<file path="src/rtl/cd7scan.sv">
// Seven-segment display scanner: samples multiplexed segment/strobe lines,
// debounces each digit, decodes it to BCD and publishes complete 4-digit frames.
module cd7scan #(
  parameter int STABLE = 4
) (
  input  logic        clk,
  input  logic        rst_n,
  input  logic [6:0]  seg,
  input  logic [3:0]  dig,
  output logic [15:0] bcd,
  output logic        valid,
  output logic        err
);

  localparam logic [3:0] L_STABLE = 4'(STABLE);

  // Returns {bad, nibble}; unknown patterns decode to F and are flagged bad.
  function automatic logic [4:0] seg_decode(input logic [6:0] s);
    logic [4:0] r;
    case (s)
      7'h40:   r = 5'h00;
      7'h79:   r = 5'h01;
      7'h24:   r = 5'h02;
      7'h30:   r = 5'h03;
      7'h19:   r = 5'h04;
      7'h12:   r = 5'h05;
      7'h02:   r = 5'h06;
      7'h78:   r = 5'h07;
      7'h00:   r = 5'h08;
      7'h10:   r = 5'h09;
      default: r = 5'h1F;
    endcase
    return r;
  endfunction

  // Stage p0: input sample registers
  logic [6:0]  r_seg_p0;
  logic [3:0]  r_dig_p0;
  logic        r_sv_p0;
  // Stage p1: previous sample, for the equality test
  logic [6:0]  r_seg_p1;
  logic [3:0]  r_dig_p1;
  logic        r_pv_p1;
  // Debounce and frame assembly state
  logic [3:0]  r_cnt;
  logic [15:0] r_shadow;
  logic [3:0]  r_cap;
  logic [3:0]  r_bad;
  logic [15:0] r_bcd;
  logic        r_valid;
  logic        r_err;

  logic        w_onehot;
  logic        w_same;
  logic [3:0]  w_cnt_nxt;
  logic        w_capture;
  logic        w_done;
  logic [4:0]  w_dec;
  logic [3:0]  w_cap_nxt;
  logic [3:0]  w_bad_nxt;

  always_ff @(posedge clk or negedge rst_n) begin
    if (!rst_n) begin
      r_seg_p0 <= '0;
      r_dig_p0 <= '0;
      r_sv_p0  <= 1'b0;
    end else begin
      r_seg_p0 <= seg;
      r_dig_p0 <= dig;
      r_sv_p0  <= 1'b1;
    end
  end

  // The previous-sample flag forces the first post-reset sample to count as a change.
  always_ff @(posedge clk or negedge rst_n) begin
    if (!rst_n) begin
      r_seg_p1 <= '0;
      r_dig_p1 <= '0;
      r_pv_p1  <= 1'b0;
    end else begin
      r_seg_p1 <= r_seg_p0;
      r_dig_p1 <= r_dig_p0;
      r_pv_p1  <= r_sv_p0;
    end
  end

  always_comb begin
    w_onehot  = (r_dig_p0 != 4'd0) && ((r_dig_p0 & (r_dig_p0 - 4'd1)) == 4'd0);
    w_same    = r_sv_p0 && r_pv_p1 &&
                ({r_dig_p0, r_seg_p0} == {r_dig_p1, r_seg_p1});
    w_cnt_nxt = 4'd0;
    if (w_onehot && w_same)
      w_cnt_nxt = (r_cnt == L_STABLE) ? r_cnt : r_cnt + 4'd1;
    else if (w_onehot)
      w_cnt_nxt = 4'd1;
    w_capture = (w_cnt_nxt == L_STABLE) && (r_cnt != L_STABLE);
    w_done    = (r_cap == 4'hF);
    w_dec     = seg_decode(r_seg_p0);
  end

  // A capture landing in the completion cycle is applied after the mask clear.
  always_comb begin
    w_cap_nxt = w_done ? 4'd0 : r_cap;
    w_bad_nxt = w_done ? 4'd0 : r_bad;
    if (w_capture) begin
      w_cap_nxt = w_cap_nxt | r_dig_p0;
      w_bad_nxt = (w_bad_nxt & ~r_dig_p0) | (w_dec[4] ? r_dig_p0 : 4'd0);
    end
  end

  // Stage p2: debounce counter, shadow slots and capture masks
  always_ff @(posedge clk or negedge rst_n) begin
    if (!rst_n) begin
      r_cnt    <= '0;
      r_shadow <= '0;
      r_cap    <= '0;
      r_bad    <= '0;
    end else begin
      r_cnt <= w_cnt_nxt;
      r_cap <= w_cap_nxt;
      r_bad <= w_bad_nxt;
      for (int i = 0; i < 4; i++) begin
        if (w_capture && r_dig_p0[i])
          r_shadow[i*4 +: 4] <= w_dec[3:0];
      end
    end
  end

  // Stage p3: frame publication
  always_ff @(posedge clk or negedge rst_n) begin
    if (!rst_n) begin
      r_bcd   <= '0;
      r_valid <= 1'b0;
      r_err   <= 1'b0;
    end else begin
      r_valid <= w_done;
      if (w_done) begin
        r_bcd <= r_shadow;
        r_err <= |r_bad;
      end
    end
  end

  assign bcd   = r_bcd;
  assign valid = r_valid;
  assign err   = r_err;

endmodule

</file>
<file path="config.mk">
export PLATFORM = sky130hd
export DESIGN_NAME = cd7scan
export DESIGN_NICKNAME = d
export VERILOG_FILES = /design/src/rtl/cd7scan.sv
export SDC_FILE = /design/constraint.sdc
export NUM_CORES = 1
export LEC_CHECK = 0
export ABC_CLOCK_PERIOD_IN_PS = 2640
export CORE_MARGIN = 10
export CORE_UTILIZATION = 35
export DETAILED_ROUTE_END_ITERATION = 8
export PLACE_DENSITY = 0.56
export SLEW_MARGIN = 5
export SYNTH_ARGS = -nofsm -noshare
export SYNTH_HDL_FRONTEND = slang
export SYNTH_SLANG_ARGS = --single-unit
</file>
<file path="constraint.sdc">
create_clock -name clk -period 2.64 [get_ports clk]
set_input_delay 0.792 -clock clk [delete_from_list [all_inputs] [get_ports clk]]
set_output_delay 0.792 -clock clk [all_outputs]
set_load 0.1 [all_outputs]
</file>
After elaboration in Yosys (flattened, before gate mapping)
Cells that the tools add are included.
- register bits: 70
- reductions and logical operators: 13
- muxes and demuxes: 9
- eq/ne operators: 14
- bitwise operators: 5
- add/sub/neg operators: 2
- operators with widths (cell ; count):
    $pmux W5 S10 ; 1
    $mux W4 ; 7
    $eq A7 B5 Y1 const B ; 3
    $eq A7 B7 Y1 const B ; 3
    $eq A7 B6 Y1 const B ; 2
    $eq A11 B11 Y1 ; 1
    $logic_and A1 B1 Y1 ; 9
    $and A4 B4 Y4 ; 2
    $eq A4 B3 Y1 const B ; 2
    $or A4 B4 Y4 ; 2
    $eq A7 B2 Y1 const B ; 1
    $logic_not A7 Y1 ; 1
    $add A4 B1 Y4 const B ; 1
    $eq A4 B4 Y1 const B ; 1
    $logic_not A4 Y1 ; 1
    $ne A4 B3 Y1 const B ; 1
    $not A4 Y4 ; 1
    $reduce_bool A4 Y1 ; 1
    $reduce_or A4 Y1 ; 1
    $sub A4 B1 Y4 const B ; 1
    $mux W1 ; 1

Logic depth before layout (Yosys ltp)
Gate-level depths: netlist of the first run.
- depth in word-level cells: 9
- depth in mapped cells: 7
- mapped depth without buffers: 7

Worst setup path after synthesis of the first run
OpenSTA, ideal clock, no wires.
- path type: reg2reg
- start: reg r_dig_p0[0]
- end: reg r_shadow[0]
- data required time: 2.517 ns
- stages on the path, launching flop included: 6
- path buffers: 0
- arrival time: 2.119 ns
- library setup time: 0.123 ns
- path slack: 0.397 ns
- cell sequence: dfrtp_1 -> xor2_1 -> or4_4 -> or4_1 -> a2111o_1 -> a2bb2oi_1
- word-level cells in the longest chain between the ends: 9
- elaborated cells between the ends (all ways): 13
- those cells by class: 1 x add/sub; 2 x eq/ne; 2 x mux; 1 x bitwise; 7 x reduce/logical
- ends and longest elaborated chain (element ; line ; source):
    start: declaration ; 38 ; logic [3:0] r_dig_p0;
    start signal: assignment ; 69 ; r_dig_p0 <= dig;
    $sub A4 B1 Y4 ; 88 ; w_onehot = (r_dig_p0 != 4'd0) && ((r_dig_p0 & (r_dig_p0 - 4'd1)) == 4'd0);
    $and A4 B4 Y4 ; 88 ;
    $logic_not A4 Y1 ; 88 ;
    $logic_and A1 B1 Y1 ; 88 ;
    $mux W1 / $logic_and A1 B1 Y1 (equally long branches) ; 94, 92 ;
    $mux W4 ; 92 ; if (w_onehot && w_same)
    $eq A4 B3 Y1 ; 96 ; w_capture = (w_cnt_nxt == L_STABLE) && (r_cnt != L_STABLE);
    $logic_and A1 B1 Y1 ; 96 ;
    $logic_and A1 B1 Y1 (*) ; 123 ; if (w_capture && r_dig_p0[i])
    end signal: indexed assignment ; 124 ; r_shadow[i*4 +: 4] <= w_dec[3:0];
    end: declaration ; 46 ; logic [15:0] r_shadow;
Mark *: on every way between the ends. The rest lies on a longest branch, timed or not.
A chain may end at the register's enable or synchronous reset.

Worst setup path after layout of the first run
- start: reg r_seg_p0[3]
- end: reg r_shadow[11]
- word-level cells in the longest chain between the ends: 7
- elaborated cells between the ends (all ways): 18
- those cells by class: 11 x eq/ne; 2 x mux; 5 x reduce/logical
- ends and longest elaborated chain (element ; line ; source):
    start: declaration ; 37 ; logic [6:0] r_seg_p0;
    start signal: assignment ; 68 ; r_seg_p0 <= seg;
    $eq A11 B11 Y1 ; 90 ; ({r_dig_p0, r_seg_p0} == {r_dig_p1, r_seg_p1});
    $logic_and A1 B1 Y1 ; 89 ; w_same = r_sv_p0 && r_pv_p1 &&
    $logic_and A1 B1 Y1 ; 92 ;
    $mux W4 ; 92 ;
    $eq A4 B3 Y1 ; 96 ;
    $logic_and A1 B1 Y1 ; 96 ;
    $logic_and A1 B1 Y1 ; 123 ;
Parallel ways exist; a longest one is shown, timed or not.

==> results of run 1 <==
==> Yosys cell counts <==
cell	number	area (um2)
or4b_2	4	40.04
o31a_1	1	8.760
or3b_2	1	8.760
a31oi_1	1	6.260
nor3_1	5	25.02
xnor2_1	9	78.83
ha_1	2	25.02
nand3_2	4	40.04
and3b_1	1	8.760
nand4b_1	1	8.760
nand3b_1	1	7.510
nand4_1	4	25.02
and3_1	2	12.51
o21ai_0	12	60.06
nand2_1	57	214.0
xor2_1	5	43.79
a211oi_1	1	7.510
clkbuf_1	4	15.01
a2bb2oi_1	4	35.03
a2111o_1	1	11.26
mux2i_1	4	40.04
dfrtp_1	70	1752
a2111oi_0	4	35.03
clkinv_1	1	3.750
o211ai_1	1	7.510
nand3_1	2	10.01
nor4_1	1	6.260
and4b_1	1	10.01
nor2_1	9	33.78
or4_4	1	11.26
or4_1	2	15.01
and4_1	1	8.760
nor4_4	1	21.27
nor3b_1	1	7.510
inv_1	12	45.04
a21oi_1	8	40.04
nor2b_1	2	12.51
and2_1	3	18.77
a32oi_1	1	8.760
conb_1	1	3.750
mux2_1	8	90.09
a21o_1	1	7.510
==> stage by stage <==
step	hold WS [ns]	area (um2)	util	instances
after floorplan	0.3519	2870	-	255
after global placement	0.3662	3283	0.4184	388
after detailed placement	0.3723	3283	0.4184	388
after CTS	0.3891	3481	0.4436	404
after global routing	0.4063	3481	0.4436	404
final	0.3866	3481	0.4436	404
==> final timing paths <==
path / slack, ns / from / end
min: 0.39 / r_sv_p0$_DFF_PN0_ / r_pv_p1$_DFF_PN0_
max reg2reg: 0.22 / r_seg_p0[3]$_DFF_PN0_ / r_shadow[11]$_DFFE_PN0P_
max in group asynchronous: 1.90 / rst_n / bcd[11]$_DFFE_PN0P_
min in group asynchronous: 0.46 / rst_n / bcd[2]$_DFFE_PN0P_
max: 0.22 / r_seg_p0[3]$_DFF_PN0_ / r_shadow[11]$_DFFE_PN0P_
min reg2reg: 0.39 / r_sv_p0$_DFF_PN0_ / r_pv_p1$_DFF_PN0_
==> state kept, by name (all words and copies together) (netlist names) <==
name / flops
r_cap: 4
r_pv_p1: 1
bcd: 16
r_cnt: 4
r_sv_p0: 1
r_seg_p0: 7
r_bad: 4
r_shadow: 16
r_dig_p0: 4
r_dig_p1: 4
valid: 1
err: 1
r_seg_p1: 7
==> per-layer routing <==
metal	routed length (um)	vias to the layer above
met3	228	10
met2	2460	40
met1	2658	915
met5	0	-
met4	146	0
li1	-	961
==> layout by cell type (no fill, tap or decap), types with 2 or more instances in the layout <==
| cell | netlist | routed |
|---|---|---|
| ha_1 | 2 | 2 |
| a2111oi_0 | 4 | 4 |
| and2_1 | 3 | 3 |
| xor2_1 | 5 | 5 |
| or4b_2 | 4 | 4 |
| nor2_1 | 9 | 9 |
| o21ai_0 | 12 | 12 |
| a2bb2oi_1 | 4 | 4 |
| clkbuf_8 | 0 | 9 |
| clkdlybuf4s50_1 | 0 | 11 |
| a21oi_1 | 8 | 8 |
| nand3_2 | 4 | 4 |
| buf_4 | 0 | 22 |
| xnor2_1 | 9 | 9 |
| clkinvlp_4 | 0 | 4 |
| and3_1 | 2 | 2 |
| nor3_1 | 5 | 5 |
| mux2_1 | 8 | 8 |
| nand3_1 | 2 | 2 |
| inv_1 | 12 | 12 |
| mux2i_1 | 4 | 4 |
| nor2b_1 | 2 | 2 |
| nand2_1 | 57 | 57 |
| or4_1 | 2 | 2 |
| nand4_1 | 4 | 4 |
| dfrtp_1 | 70 | 70 |
==> cell type report <==
| class | count | area (um2) | share of cell area |
|---|---|---|---|
| inverter | 13 | 48.80 | 0.01402 |
| tap | 102 | 127.6 | 0.03666 |
| multi-input combinational | 168 | 1055 | 0.3030 |
| clock inverter | 7 | 73.82 | 0.02121 |
| timing repair buffer | 35 | 300.3 | 0.08627 |
| sequential | 70 | 1752 | 0.5032 |
| clock buffer | 9 | 123.9 | 0.03559 |
==> cells by family after synthesis <==
| family | count (synthesis) |
|---|---|
| other | 1 |
| multiplexers | 12 |
| XOR/XNOR | 14 |
| adder cells (fa/ha/maj) | 2 |
| buffers and inverters | 17 |
| AND/OR/NAND/NOR | 104 |
| flip-flops | 70 |
| AO/OA/AOI/OAI | 35 |
==> power groups by stage <==
stage               logic [mW]  clock network [mW]  registers [mW]
detailed placement      0.0951                   0            1.14
global route             0.104               0.933            1.12
finish                  0.0918               0.856            1.11
CTS                     0.0952               0.880            1.11
global placement        0.0949                   0            1.13
floorplan               0.0453                   0            1.13
==> qor.csv, run 1 <==
metric;value;unit
status;finished, final reports clean;
adder-cell area share of the yosys netlist;0.008718;
hold-critical path depth;0;
post-CTS resize count;0;
Crit. path cell count;5;
first-pass GRT wire length;9522;um
Num CTS Buffers;9;
Synth cell types;42;
Via density;4.767;
met3 usage;0.02863;
share of cells above drive strength 1;0.1689;
Startpoint Class;flop;
largest net degree at the start of global routing;71;
dpl hpwl;3925;um
Mean Syn Cell Area;11.26;um2
slowest cell on the critical path;or4_1;
met2 Use GR;0.1346;
DRT iter0 DRCs;69;
Sink Count;70;
pwr dens;592.3;mW/mm2
skew final;0.009516;ns
Final Hold Fails;0;
clock network power share;0.415;
crit-path max cell delay;0.61;ns
Synth Area in XOR/XNOR;0.04272;
GRT overflow;0;
unrepaired setup endpoints after global routing;no;
combinational family with the most area after synthesis;simple AND/OR/NAND/NOR gates;
DRT antenna net count;0;
worst-path cell chain;xor2_1 > or4_4 > or4_1 > a2111oi_0 > a21oi_1;
GRT busiest layer;met2;
Tcrit/Tclk final;0.9172;
drt first pass iters;4;
worst hold path type;flop to flop;
Site Rows;32;
worst vdd ir;0.3605;mV
CTS max path bufs;2;
number of hold buffers added after cts;0;
Net Sw Frac;0.2379;
Top Family by Delay on Critical Path;simple AND/OR/NAND/NOR gates;
antenna violations before repair;0;
arrival time worst endpoint;2.63;ns
met1 global-route usage;0.1221;
number of port buffers;30;
LEAKAGE;1.623;nW
Internal;1.571;mW
Worst Setup Path Type;flop to flop;
Post-Syn Area;0.002870;mm2
post-CTS setup buffer count;0;
pre-CTS WS;0.2102;ns
DRC Markers;0;
endpoint class of the critical path;flop;
fin nets;312;
Via Count;1926;
Synth Register Bits;70;
Switch Pwr;0.4906;mW
sequential share of power;0.540;
Slew HR;0.6513;
core area;0.007848;mm2
post-synthesis simple-gate area fraction;0.1901;
vias in the first global route;1849;
I/O Pins;31;
Compound-Gate Fraction of Synth Area;0.07934;
total power;2.062;mW
post-synthesis mux area share;0.04534;
area grow syn2layout;21.27;%
Final setup viols;0;
Initial Util;0.3658;
CTS H-tree depth;3;
setup TNS;0;ns
CP max FO;8;
Buf+Inv Stages, Crit Path;0;
Mapped Nets;270;
clock latency on the worst-skew pair;0.35;ns
Die Width;110.6;um
WL/cell;13.60;um
All-Layer GR Usage;0.09442;
FILL cells;776;
final RePlAce weighted congestion;0.8464;
yosys warns;0;
root buf cell;clkbuf_8;
sequential share of the synthesized area;0.6103;
Post-Synthesis Cells;255;
number of diodes;0;
final WL;5494;um
CTS tree;built;
max capacitance violation total;0;
die height;110.6;um
Slew Limit Fails;0;
worst-margin pin slew;0.5205;ns
Worst EP required;2.85;ns
fmax;0.4130;GHz
min Tclk post-route;2.421;ns
logic gate share of total power;0.045;
Clock transition at path regs;0.07;ns
Final WS setup;0.2186;ns
die area;0.01222;mm2
R2R cell count;5;
Note: power is estimated with default switching activity, not from simulation.
==> inputs of run 2 (changes only) <==
--- a/config.mk
+++ b/config.mk
@@ -6,10 +6,12 @@
 export NUM_CORES = 1
 export LEC_CHECK = 0
 export ABC_CLOCK_PERIOD_IN_PS = 2640
+export CAP_MARGIN = 30
 export CORE_MARGIN = 10
-export CORE_UTILIZATION = 35
+export CORE_UTILIZATION = 55
 export DETAILED_ROUTE_END_ITERATION = 8
-export PLACE_DENSITY = 0.56
+export DONT_BUFFER_PORTS = 1
+export PLACE_DENSITY = 0.72
 export SLEW_MARGIN = 5
 export SYNTH_ARGS = -nofsm -noshare
 export SYNTH_HDL_FRONTEND = slang
==> run 2 against run 1 <==
Worst setup slack lost 0.065 ns. Fmax shrank 2.6%. Die area is 30% lower. Cell count is 12% lower. Sequential share of layout area rose by 2.9 points. Clock skew is 0.00069 ns lower. Sequential cell count is the same. Critical path type unchanged.
==> qor.csv, run 2 (same netlist as run 1, synthesis figures left out) <==
metric;value;unit;change
status;finished, final reports clean;;
Clock transition at path regs;0.07;ns;about the same
setup TNS;0;ns;unchanged
arrival time worst endpoint;2.69;ns;+0.06 ns
Post-Place Cells;342;;-12%
Site Rows;26;;-19%
fin nets;298;;-4.5%
Switch Pwr;0.4316;mW;-12%
Area after DPL;0.003100;mm2;-5.6%
worst hold path type;input port to asynchronous set/reset pin;;
clock network power share;0.409;;-0.006
WL/cell;14.40;um;+5.9%
most frequent cells in the layout;70 x dfrtp_1, 57 x nand2_1, 21 x buf_4;;
final WL;5141;um;-6.4%
die height;92.24;um;-17%
fmax;0.4022;GHz;-2.6%
Final WS setup;0.1534;ns;-0.06518 ns
commonest non-fill, non-tap cell in the layout;dfrtp_1;;
DRC Markers;0;;unchanged
Net Sw Frac;0.2183;;-0.01967
Via density;5.249;;+10%
All-Layer GR Usage;0.1333;;+0.03888
Internal;1.546;mW;-1.6%
Final Cell Area;0.003291;mm2;-5.5%
min Tclk post-route;2.487;ns;+0.06518 ns
largest net degree at the start of global routing;71;;unchanged
Slew HR;0.6630;;+0.01168
logic gate share of total power;0.027;;-0.018
max capacitance violation total;0;;unchanged
Num CTS Buffers;9;;unchanged
pwr dens;600.9;mW/mm2;+1.5%
Worst EP required;2.84;ns;about the same
root buf cell;clkbuf_8;;
CP max FO;8;;unchanged
drt first pass iters;4;;unchanged
LEAKAGE;1.565;nW;-3.5%
DRT iter0 DRCs;96;;+39%
endpoint class of the critical path;flop;;
share of cells above drive strength 1;0.1638;;-0.005111
core area;0.005075;mm2;-35%
I/O Pins;31;;unchanged
pre-CTS WS;0.1557;ns;-0.05448 ns
Final setup viols;0;;unchanged
Startpoint Class;flop;;
skew final;0.008827;ns;-0.0006894 ns
DRT antenna net count;0;;unchanged
worst-margin pin slew;0.5031;ns;-0.01743 ns
CTS H-tree depth;3;;unchanged
vias in the first global route;1882;;+1.8%
Sink Count;70;;unchanged
total power;1.977;mW;-4.1%
area grow syn2layout;14.65;%;
Initial Util;0.5656;;+0.1998
worst vdd ir;0.5424;mV;+50%
number of diodes;0;;unchanged
first-pass GRT wire length;9011;um;-5.4%
Slew Limit Fails;0;;unchanged
sequential share of power;0.564;;+0.024
Final Hold Fails;0;;unchanged
CTS max path bufs;2;;unchanged
dpl hpwl;3689;um;-6.0%
Via Count;1874;;-2.7%
die area;0.008508;mm2;-30%
Die Width;92.24;um;-17%
fin cells;357;;-12%
Worst Setup Path Type;flop to flop;;
unrepaired setup endpoints after global routing;no;;
clock latency on the worst-skew pair;0.34;ns;about the same
Tcrit/Tclk final;0.9419;;+0.02469
CTS tree;built;;
final core occ;0.6484;;+0.2049
Final Hold Slack;0.1365;ns;-0.2502 ns
R2R cell count;5;;unchanged
number of port buffers;0;;-100%
antenna violations before repair;0;;unchanged
GRT overflow;0;;unchanged
final RePlAce weighted congestion;0.7878;;-6.9%
[run 2: changes by cell type in the layout (fill, tap and decap cells not counted), sizes merged]
cell,before,now
inv,13,12
clkinvlp,4,2
buf,24,21
clkinv,2,4
clkdlybuf4s50,11,0
[run 2: what timing repair did]
item                                    in CTS  in global routing
endpoints found under the setup margin       0                  2
setup buffers                                0                  0
resized for setup                            0                  2
hold buffers                                 0                  0
[run 2: layer usage]
metal / up-vias / share of wire / global-route usage / wire length [um]
li1: 931 / - / - / -
met1: 880 / 0.47 / 0.1652 / 2426
met2: 52 / 0.45 / 0.1959 / 2291
met3: 11 / 0.057 / 0.04238 / 295
met4: 0 / 0.025 / 0.08740 / 127
met5: - / 0 / 0 / 0
[run 2: layout make-up]
class,count,area [um2]
multi-input combinational,168,1057
inverter,13,48.80
tap,70,87.58
clock inverter,6,63.81
timing repair buffer,21,157.7
sequential,70,1752
clock buffer,9,123.9
fill,408,1784
[run 2: power by group through the flow]
stage	combinational, mW	sequential, mW	clock, mW
4_1_cts	0.0535	1.12	0.831
3_5_place_dp	0.0528	1.14	0
6_report	0.0530	1.12	0.809
5_1_grt	0.0603	1.12	0.884
3_3_place_gp	0.0519	1.13	0
2_1_floorplan	0.0453	1.13	0
[run 2: final timing paths]
kind | start | end | slack [ns]
max | r_dig_p0[0]$_DFF_PN0_ | r_shadow[7]$_DFFE_PN0P_ | 0.15
min | rst_n | bcd[5]$_DFFE_PN0P_ | 0.14
max reg2reg | r_dig_p0[0]$_DFF_PN0_ | r_shadow[7]$_DFFE_PN0P_ | 0.15
min reg2reg | r_sv_p0$_DFF_PN0_ | r_pv_p1$_DFF_PN0_ | 0.38
max in group asynchronous | rst_n | r_seg_p1[5]$_DFF_PN0_ | 2.41
min in group clk | r_sv_p0$_DFF_PN0_ | r_pv_p1$_DFF_PN0_ | 0.38
[run 2: worst max-delay path, stage by stage (launching register included)]
cell,delay (ns)
dfrtp_1,0.45
xor2_1,0.19
or4_4,0.57
or4_1,0.64
a2111oi_0,0.42
a21oi_1,0.09
==> inputs of run 3 (changes only) <==
--- a/config.mk
+++ b/config.mk
@@ -7,11 +7,14 @@
 export LEC_CHECK = 0
 export ABC_CLOCK_PERIOD_IN_PS = 2640
 export CAP_MARGIN = 30
+export CELL_PAD_IN_SITES_DETAIL_PLACEMENT = 1
+export CELL_PAD_IN_SITES_GLOBAL_PLACEMENT = 2
 export CORE_MARGIN = 10
-export CORE_UTILIZATION = 55
+export CORE_UTILIZATION = 41
+export CTS_CLUSTER_DIAMETER = 200
 export DETAILED_ROUTE_END_ITERATION = 8
 export DONT_BUFFER_PORTS = 1
-export PLACE_DENSITY = 0.72
+export PLACE_DENSITY = 0.79
 export SLEW_MARGIN = 5
 export SYNTH_ARGS = -nofsm -noshare
 export SYNTH_HDL_FRONTEND = slang
==> run 3 against run 2 <==
Register-to-register slack about the same. Clock-buffer cell count grew 1. Cell count rose by 8.4%. Critical path depth is the same. Critical path type unchanged. Largest cell class unchanged.
==> qor.csv, run 3 (same netlist as run 1, synthesis figures left out) <==
metric;value;unit;change
status;finished, final reports clean;;
Post-Place Cells;370;;+8.2%
final core occ;0.4980;;-0.1504
Final WS setup;0.1605;ns;+0.007043 ns
post-CTS resize count;0;;unchanged
Startpoint Class;flop;;
DRT antenna net count;0;;unchanged
fmax;0.4033;GHz;+0.28%
Tcrit/Tclk final;0.9392;;-0.002668
CTS max path bufs;2;;unchanged
CTS tree;built;;
Via density;4.946;;-5.8%
die height;103.7;um;+12%
Final Cell Area;0.003383;mm2;+2.8%
worst hold path type;input port to asynchronous set/reset pin;;
Sink Count;70;;unchanged
dpl hpwl;4416;um;+20%
worst-margin pin slew;0.5328;ns;+0.02969 ns
clock latency on the worst-skew pair;0.34;ns;about the same
I/O Pins;31;;unchanged
drt first pass iters;4;;unchanged
unrepaired setup endpoints after global routing;no;;
Num CTS Buffers;9;;unchanged
root buf cell;clkbuf_8;;
post-CTS setup buffer count;0;;unchanged
GRT overflow;0;;unchanged
Slew Limit Fails;0;;unchanged
Worst EP required;2.85;ns;about the same
antenna violations before repair;1;;+1
Clock transition at path regs;0.07;ns;about the same
Area after DPL;0.003148;mm2;+1.5%
worst vdd ir;0.3929;mV;-28%
DRT iter0 DRCs;103;;+7.3%
first-pass GRT wire length;10850;um;+20%
largest net degree at the start of global routing;71;;unchanged
Final setup viols;0;;unchanged
skew final;0.008475;ns;-0.0003524 ns
Site Rows;30;;+15%
fin nets;300;;+0.67%
commonest non-fill, non-tap cell in the layout;dfrtp_1;;
area occupied by registers;0.001752;mm2;unchanged
Initial Util;0.4225;;-0.1431
CTS H-tree depth;3;;unchanged
CP max FO;8;;unchanged
core area;0.006794;mm2;+34%
pre-CTS WS;0.1978;ns;+0.04206 ns
most frequent cells in the layout;70 x dfrtp_1, 57 x nand2_1, 23 x buf_4;;
Via Count;1914;;+2.1%
max capacitance violation total;0;;unchanged
endpoint class of the critical path;flop;;
multi-input logic area;0.001056;mm2;-0.12%
min Tclk post-route;2.480;ns;-0.007043 ns
final WL;6088;um;+18%
number of port buffers;0;;unchanged
setup TNS;0;ns;unchanged
total power;2.156;mW;+9.0%
Die Width;103.7;um;+12%
All-Layer GR Usage;0.1247;;-0.008641
Final Hold Fails;0;;unchanged
pwr dens;637.4;mW/mm2;+6.1%
Slew HR;0.6431;;-0.01989
fin cells;387;;+8.4%
Worst Setup Path Type;flop to flop;;
LEAKAGE;1.596;nW;+2.0%
arrival time worst endpoint;2.69;ns;about the same
WL/cell;15.73;um;+9.2%
FILL cells;734;;+80%
Final Hold Slack;0.1387;ns;+0.002200 ns
die area;0.01075;mm2;+26%
share of cells above drive strength 1;0.1724;;+0.008651
area grow syn2layout;17.87;%;
DRC Markers;0;;unchanged
number of hold buffers added after cts;0;;unchanged
vias in the first global route;2184;;+16%
final RePlAce weighted congestion;0.7777;;-1.3%
[run 3: changes by cell type in the layout (fill, tap and decap cells not counted), sizes merged]
cell | previous run | this run
buf | 21 | 23
bufinv | 1 | 2
clkbuf | 9 | 10
clkinv | 4 | 3
clkinvlp | 2 | 1
diode | 0 | 1
inv | 12 | 13
[run 3: final cells by class]
cell class              instances  area share
diodes                          1   0.0007396
clock buffers                  10     0.04068
clock inverters                 6     0.02774
inverters                      13     0.01442
multi-input cells             168      0.3121
flip-flops and latches         70      0.5178
well taps                      96     0.03550
repair buffers                 23     0.05104
[run 3: power breakdown]
group	switching (mW)	internal (mW)	leakage (nW)
Combinational	0.0315	0.0263	0.562
Clock	0.420	0.564	0.113
Sequential	0.0229	1.09	0.921
[run 3: worst paths after layout]
path | startpoint | endpoint | slack (ns) | cells after the start
worst max-delay path | r_seg_p0[3]$_DFF_PN0_ | r_shadow[11]$_DFFE_PN0P_ | 0.16 | 5
worst min-delay path | rst_n | r_seg_p0[3]$_DFF_PN0_ | 0.14 | 0
worst max register to register | r_seg_p0[3]$_DFF_PN0_ | r_shadow[11]$_DFFE_PN0P_ | 0.16 | 5
worst min register to register | r_sv_p0$_DFF_PN0_ | r_pv_p1$_DFF_PN0_ | 0.39 | 0
max in group asynchronous | rst_n | bcd[15]$_DFFE_PN0P_ | 2.39 | 0
min in group clk | r_sv_p0$_DFF_PN0_ | r_pv_p1$_DFF_PN0_ | 0.39 | 0
[run 3: critical path: stages, from the launching register on]
cell and delay [ns]:
dfrtp_1 0.47, xor2_1 0.19, or4_4 0.56, or4_1 0.63, a2111oi_0 0.41, a21oi_1 0.08
[run 3: per-layer routing]
layer	share of wire	GRT usage	vias up
met5	0	0	-
met3	0.035	0.04337	10
met4	0.018	0.05964	0
met1	0.47	0.1472	934
li1	-	-	934
met2	0.47	0.1982	36
